### config.mk
export PLATFORM = sky130hd
export DESIGN_NAME = icache_responder
export DESIGN_NICKNAME = d
export VERILOG_FILES = /design/src/rtl/icache_responder.sv
export SDC_FILE = /design/constraint.sdc
export NUM_CORES = 2
export LEC_CHECK = 0
export ABC_CLOCK_PERIOD_IN_PS = 14400
export CORE_UTILIZATION = 30
export CTS_CLUSTER_SIZE = 24
export DETAILED_ROUTE_END_ITERATION = 10
export PLACE_DENSITY = 0.49
export SYNTH_ARGS = -nofsm -noshare
export SYNTH_HDL_FRONTEND = slang
export SYNTH_SLANG_ARGS = --single-unit
### constraint.sdc
create_clock -name clk -period 14.4 [get_ports clk]
set_input_delay 3.6 -clock clk [delete_from_list [all_inputs] [get_ports clk]]
set_output_delay 3.6 -clock clk [all_outputs]
set_load 0.02 [all_outputs]
### src/rtl/icache_responder.sv
// icache_responder: direct-mapped, read-only instruction cache sitting on the
// responder side of the fetch-stage instruction-memory port.
//  - A hit returns the instruction combinationally in the request cycle.
//  - A miss stalls fetch and refills one line from main memory, word by word.
// Optional feature: define ICACHE_STATS_EN to add saturating hit/miss
// counters (stat_hits_o / stat_misses_o). Without it those ports do not exist.
// Read/write encoding on imem_rd_wr_i: 0 = read, 1 = write (unsupported).
module icache_responder #(
    parameter int unsigned           INSTR_SIZE = 32,
    parameter int unsigned           NUM_LINES  = 16,
    parameter int unsigned           LINE_WORDS = 4,
    parameter logic [INSTR_SIZE-1:0] NOP_INSTR  = 32'h00000013
) (
    input  logic                  clk,
    input  logic                  reset_n,
    // fetch-stage port
    input  logic [INSTR_SIZE-1:0] imem_addr_i,
    input  logic                  imem_rd_wr_i,
    input  logic                  imem_op_en_i,
    output logic [INSTR_SIZE-1:0] imem_rd_instr_o,
    output logic                  imem_stall_o,
    // main-memory refill port
    output logic                  mem_req_o,
    output logic [INSTR_SIZE-1:0] mem_addr_o,
    input  logic                  mem_rsp_valid_i,
    input  logic [INSTR_SIZE-1:0] mem_rsp_data_i
`ifdef ICACHE_STATS_EN
    ,
    output logic [31:0]           stat_hits_o,
    output logic [31:0]           stat_misses_o
`endif
);

    // ------------------------------------------------------------------
    // Address split: [1:0] byte | offset | index | tag
    // ------------------------------------------------------------------
    localparam int unsigned OFF_W   = $clog2(LINE_WORDS);
    localparam int unsigned IDX_W   = $clog2(NUM_LINES);
    localparam int unsigned IDX_LSB = 2 + OFF_W;
    localparam int unsigned TAG_LSB = IDX_LSB + IDX_W;
    localparam int unsigned TAG_W   = INSTR_SIZE - TAG_LSB;
    localparam int unsigned LINE_W  = INSTR_SIZE - IDX_LSB;   // tag + index
    localparam int unsigned SLOTS   = NUM_LINES * LINE_WORDS;

    localparam logic             RD        = 1'b0;
    localparam logic [OFF_W-1:0] LAST_BEAT = OFF_W'(LINE_WORDS - 1);

    typedef enum logic [1:0] {
        S_IDLE,
        S_REQ,
        S_FILL,
        S_DONE
    } state_e;

    // ------------------------------------------------------------------
    // Storage and state
    // ------------------------------------------------------------------
    state_e                  state_q;
    logic [LINE_W-1:0]       line_q;        // latched tag+index of the line being refilled
    logic [OFF_W-1:0]        cnt_q;         // refill beat counter
    logic [NUM_LINES-1:0]    valid_q;
    logic                    mem_req_q;
    logic [INSTR_SIZE-1:0]   mem_addr_q;
    logic [TAG_W-1:0]        tag_q  [NUM_LINES];
    logic [INSTR_SIZE-1:0]   data_q [SLOTS];

    // ------------------------------------------------------------------
    // Lookup
    // ------------------------------------------------------------------
    logic [OFF_W-1:0]          addr_off;
    logic [IDX_W-1:0]          addr_idx;
    logic [TAG_W-1:0]          addr_tag;
    logic [IDX_W+OFF_W-1:0]    rd_slot;
    logic [IDX_W-1:0]          fill_idx;
    logic [TAG_W-1:0]          fill_tag;
    logic [IDX_W+OFF_W-1:0]    wr_slot;
    logic                      rd_req;
    logic                      hit;
    logic                      unused_byte_bits;

    assign addr_off = imem_addr_i[IDX_LSB-1:2];
    assign addr_idx = imem_addr_i[TAG_LSB-1:IDX_LSB];
    assign addr_tag = imem_addr_i[INSTR_SIZE-1:TAG_LSB];
    assign rd_slot  = {addr_idx, addr_off};

    assign fill_idx = line_q[IDX_W-1:0];
    assign fill_tag = line_q[LINE_W-1:IDX_W];
    assign wr_slot  = {fill_idx, cnt_q};

    // Byte-select bits play no part in an instruction-word cache.
    assign unused_byte_bits = ^imem_addr_i[1:0];

    assign rd_req = imem_op_en_i & (imem_rd_wr_i == RD);
    assign hit    = rd_req & valid_q[addr_idx] & (tag_q[addr_idx] == addr_tag)
                  & (state_q == S_IDLE);

    // Fetch-side outputs: same-cycle instruction on hit, otherwise NOP + stall.
    always_comb begin
        // NOTE: every always_comb output gets a default first so no path can leave it unassigned and infer a latch.
        imem_rd_instr_o = NOP_INSTR;
        imem_stall_o    = (state_q != S_IDLE);
        if (hit) begin
            imem_rd_instr_o = data_q[rd_slot];
        end
        if (rd_req && !hit) begin
            imem_stall_o = 1'b1;
        end
    end

    assign mem_req_o  = mem_req_q;
    assign mem_addr_o = mem_addr_q;

    // ------------------------------------------------------------------
    // Refill FSM: IDLE -> REQ -> FILL -> DONE -> IDLE, registered outputs.
    // ------------------------------------------------------------------
    always_ff @(posedge clk or negedge reset_n) begin
        // NOTE: sequential state uses non-blocking assignments so every register samples pre-edge values.
        if (!reset_n) begin
            state_q    <= S_IDLE;
            line_q     <= '0;
            cnt_q      <= '0;
            valid_q    <= '0;
            mem_req_q  <= 1'b0;
            mem_addr_q <= '0;
        end else begin
            case (state_q)
                S_IDLE: begin
                    if (rd_req && !hit) begin
                        line_q     <= imem_addr_i[INSTR_SIZE-1:IDX_LSB];
                        mem_req_q  <= 1'b1;
                        mem_addr_q <= {imem_addr_i[INSTR_SIZE-1:IDX_LSB], {IDX_LSB{1'b0}}};
                        state_q    <= S_REQ;
                    end
                end
                S_REQ: begin
                    // The request pulse lasts exactly this one cycle; the old
                    // contents of the victim line become invalid now.
                    mem_req_q         <= 1'b0;
                    valid_q[fill_idx] <= 1'b0;
                    cnt_q             <= '0;
                    state_q           <= S_FILL;
                end
                S_FILL: begin
                    if (mem_rsp_valid_i) begin
                        cnt_q <= cnt_q + OFF_W'(1);
                        if (cnt_q == LAST_BEAT) begin
                            valid_q[fill_idx] <= 1'b1;
                            state_q           <= S_DONE;
                        end
                    end
                end
                S_DONE: begin
                    // One bubble so the re-presented fetch sees a settled line.
                    state_q <= S_IDLE;
                end
                default: begin
                    state_q <= S_IDLE;
                end
            endcase
        end
    end

    // Line data and tag capture during FILL.
    always_ff @(posedge clk) begin
        // NOTE: the data and tag arrays carry no reset; valid_q alone decides whether their contents are used.
        if (state_q == S_FILL && mem_rsp_valid_i) begin
            data_q[wr_slot] <= mem_rsp_data_i;
            if (cnt_q == LAST_BEAT) begin
                tag_q[fill_idx] <= fill_tag;
            end
        end
    end

`ifdef ICACHE_STATS_EN
    // ------------------------------------------------------------------
    // Saturating lookup statistics, one count per IDLE-cycle read lookup.
    // ------------------------------------------------------------------
    logic [31:0] hits_q;
    logic [31:0] misses_q;
    logic        lookup;

    assign lookup = rd_req & (state_q == S_IDLE);

    // Count hits and misses, holding at all-ones.
    always_ff @(posedge clk or negedge reset_n) begin
        if (!reset_n) begin
            hits_q   <= '0;
            misses_q <= '0;
        end else if (lookup) begin
            if (hit) begin
                if (hits_q != '1) begin
                    hits_q <= hits_q + 32'd1;
                end
            end else begin
                if (misses_q != '1) begin
                    misses_q <= misses_q + 32'd1;
                end
            end
        end
    end

    assign stat_hits_o   = hits_q;
    assign stat_misses_o = misses_q;
`else
    // Statistics counters are not built in this configuration.
`endif

endmodule

==> metrics.md <==
| Metric | Value |
|---|---|
| Post-synthesis xor/xnor area fraction | 0.257% |
| Slew HR | between 10% and 20% |
| Num ports | around 140 |
| Asr flop ratio synth | 1.98% |
| IO buf count | around 130 |
| Largest net degree at the start of global routing | roughly 110 |
| Via-to-Cell Ratio | 5.17 |
| Mean Syn Cell Area | 24.2 um^2 |
| Max Cap Viol | 0 |
| GRT Overall Usage | 16.7% |
| Critical Path End Type | output pin |
| Max-slew violation count | 0 |
| CTS Buffer Depth | 4 |
| Lkg Pwr | 33.7 nW |
| Synth Area in Simple Gates | 1.16% |
| Sequential share of the synthesized area | 77.8% |
| Worst Setup EP | imem_rd_instr_o[9] |
| Slew @ Worst Pin | about 1.2 ns |
| Vias | 44600 |
| Most frequent cells in the layout | 2432 x edfxtp_1, 742 x mux4_2, 278 x clkbuf_16, 119 x buf_4, 89 x clkdlybuf4s50_1 |
| GRT overflow | 0 |
| CTS resizes | 0 |
| Final setup violation count | 0 |
| Adder-Cell Fraction of Synth Area | less than 1% |
| Site row count | 206 |
| Worst reg2reg setup slack | about 9.7 ns |
| Vias in the first global route | between 40000 and 50000 |
| Compound-Gate Fraction of Synth Area | 0.974% |
| Layout area overhead | 16.0% |
| Clock root cell | clkbuf_16 |
| CTS tree | yes |
| Commonest non-fill, non-tap cell in the layout | edfxtp_1 |
| Yosys cell types | 67 |
| CP Data Arrival Time | 9.20 ns |
| Final Util | 35.1% |
| Crit path max fanout | 73 |
| R2r startpoint | tag_q[7][5] |
| TritonCTS Sinks | 2481 |
| Wire per inst | 31.4 um |
| FILL cells | 29000 |
| Crit path from | imem_addr_i[4] |
| Worst Reg-to-Reg Cells | 11 |
| Multi-input logic area | a little over 20000 um^2 |
| Initial antenna violation count | 16 |
| Crit-path slowest cell | a311oi_1 |
| Clock-pin slew on the worst setup and hold paths | 0.06 ns |
| Crit path cell chain | buf_8, buf_4, mux4_2, nor2_1, nor3_1, nor4b_1, o221ai_2, nor4_2, nand3_4, a311oi_1, clkdlybuf4s50_1 |
| Layout cells sized above 1 | between 30% and 40% |
| Cells after Synth | 3944 |
| Die Y | 566 um |
| EDFF count, synth | 2432 |
| Pwr Total | 16.2 mW |
| Hold Buf Count CTS | 0 |
| PwrDens | about 150 nW/um^2 |
| Nets | 4336 |
| Worst path required time | 10.80 ns |
| DIE WIDTH | about 570 um |
| Worst-Skew Late Latency | 0.88 ns |
| Clk_skew | 0.0736 ns |
| Flops & latches, synth | between 2000 and 2500 |
| Startpoint types | input port |
| Hold Violations, Final | 0 |
| Cts bufs inserted | between 200 and 300 |
| Final TNS setup | 0 ns |
| Core box area | 316000 um^2 |
| Iteration count of the initial detailed-routing pass | 6 |
| Netlist Area Pre-Place | 95500 um^2 |
| RSZ-0062 raised after global routing | false |
| Drt initial violations | 4875 |
| Global-route wire length before repair | 375000 um |
| Reg2reg end | line_q[18] |
| Worst IR Drop VDD | around 100 uV |
| Post-layout min period | 12.80 ns |
| Max incr delay on CP | 1.02 ns |
| Initial Util | 30.2% |
| Die area | 320000 um^2 |
| GP Congestion | 0.731 |
| Main combinational cell family by area after synthesis | multiplexers |
| Detail Placement HPWL | between 100000 and 150000 um |
| WL final | about 270000 um |
| Register area | 74300 um^2 |
| H-tree levels | 5 |
| Outcome | complete, no violations |
| Post-route DRC | 0 |
| Setup CP Type | input port to output pin |
| Post-CTS Setup Bufs | 0 |
| Hold crit path type | flop to flop |
| Fmax | roughly 78 MHz |
| Tcrit/Tclk final | 88.9% |
| Hold path depth | 2 |
| Predominant post-synthesis flop cell | edfxtp_1 |
| Post-Layout Cell Count | roughly 8600 |
| Post-placement cell count | 8149 |
| Post-DRT Antenna Nets | 0 |
| Synth warn | 0 |
| Mux contribution to synthesized area | about a fifth |
-- flip-flops by register name (all words and copies together), names as in the netlist, named ones only --
register   cells
tag_q        384
mem_req_o      1
data_q      2048
state_q        2
cnt_q          2
line_q        28
-- stage by stage --
stage	setup slack, ns	hold slack (ns)	instance area (um^2)
2_1_floorplan	4.38	0.466	95500
3_3_place_gp	1.58	0.483	102000
3_5_place_dp	1.59	0.490	102000
4_1_cts	1.57	0.504	111000
5_1_grt	1.32	0.529	111000
6_report	1.60	0.508	111000
-- Yosys cell counts (3+ instances only) --
| cell | number | share of area [%] |
|---|---|---|
| dfrtp_1 | 49 | 1.3 |
| a22o_1 | 4 | 0.037 |
| or3_1 | 3 | 0.020 |
| nor2b_1 | 31 | 0.20 |
| and2_1 | 9 | 0.059 |
| or2_2 | 4 | 0.026 |
| buf_2 | 29 | 0.15 |
| o21ai_0 | 45 | 0.24 |
| nand2b_1 | 6 | 0.039 |
| mux2_2 | 20 | 0.24 |
| edfxtp_1 | 2432 | 76 |
| nand3b_1 | 4 | 0.031 |
| mux2i_1 | 53 | 0.56 |
| ha_1 | 5 | 0.066 |
| mux2_4 | 20 | 0.31 |
| buf_4 | 13 | 0.10 |
| o22ai_1 | 7 | 0.046 |
| nand2_1 | 40 | 0.16 |
| xnor2_1 | 15 | 0.14 |
| a2111oi_0 | 4 | 0.037 |
| nor3_1 | 5 | 0.026 |
| inv_1 | 14 | 0.055 |
| a211oi_1 | 27 | 0.21 |
| nand4_1 | 5 | 0.033 |
| nand3_1 | 13 | 0.068 |
| xor2_1 | 13 | 0.12 |
| a311oi_1 | 7 | 0.064 |
| a21oi_1 | 10 | 0.052 |
| buf_12 | 3 | 0.063 |
| mux4_2 | 742 | 18 |
| a31oi_1 | 3 | 0.020 |
| buf_1 | 37 | 0.15 |
| a22oi_1 | 5 | 0.039 |
| buf_6 | 10 | 0.12 |
| nor2_1 | 97 | 0.38 |
| clkbuf_1 | 121 | 0.48 |
-- layout make-up --
cell class                      count  area share, %
Sequential cell                  2481           67.0
Multi-Input combinational cell   1237           18.7
Clock buffer                      327           6.45
Tap cell                         4160           4.70
Timing Repair Buffer              255           1.99
Clock inverter                    134           1.02
Inverter                           16         0.0587
Antenna cell                        5         0.0113
-- cell families after synthesis --
| logic type | count (synthesis) |
|---|---|
| compound gates | 135 |
| xor+xnor | 28 |
| fa+ha+maj | 5 |
| buf+inv | 229 |
| flops | 2481 |
| mux | 836 |
| other cells | 1 |
| simple gates | 229 |
-- critical path: cells and delay by family --
| kind | cells | cell delay, ns |
|---|---|---|
| compound gates | 2 | 1.17 |
| buf+inv | 3 | 1.88 |
| mux | 1 | 0.55 |
| simple gates | 5 | 1.82 |
-- worst min-delay path by stage --
stage / startpoint / end / slack (ns)
after detailed placement: flop / flop / 0.49
after global routing: flop / flop / 0.53
after global placement: flop / flop / 0.48
final: flop / flop / 0.51
after CTS: flop / flop / 0.50
after floorplan: flop / flop / 0.47
-- metal layers --
layer	GRT usage (%)	part of all wire, %	wire length, um	up-vias
li1	-	-	-	17600
met1	23.6	43	117000	25100
met2	27.2	49	131000	1483
met3	2.41	5.8	15700	362
met4	3.76	2.2	6000	4
met5	0	0.010	27	-
-- where the power goes --
group          total [mW]  leakage (nW)  switching [mW]  internal [mW]
logic                1.16          7.23           0.698          0.457
registers            8.46          22.4           0.230           8.23
clock network        6.63          4.04            2.82           3.81
Note: power is estimated with default switching activity, not from simulation.
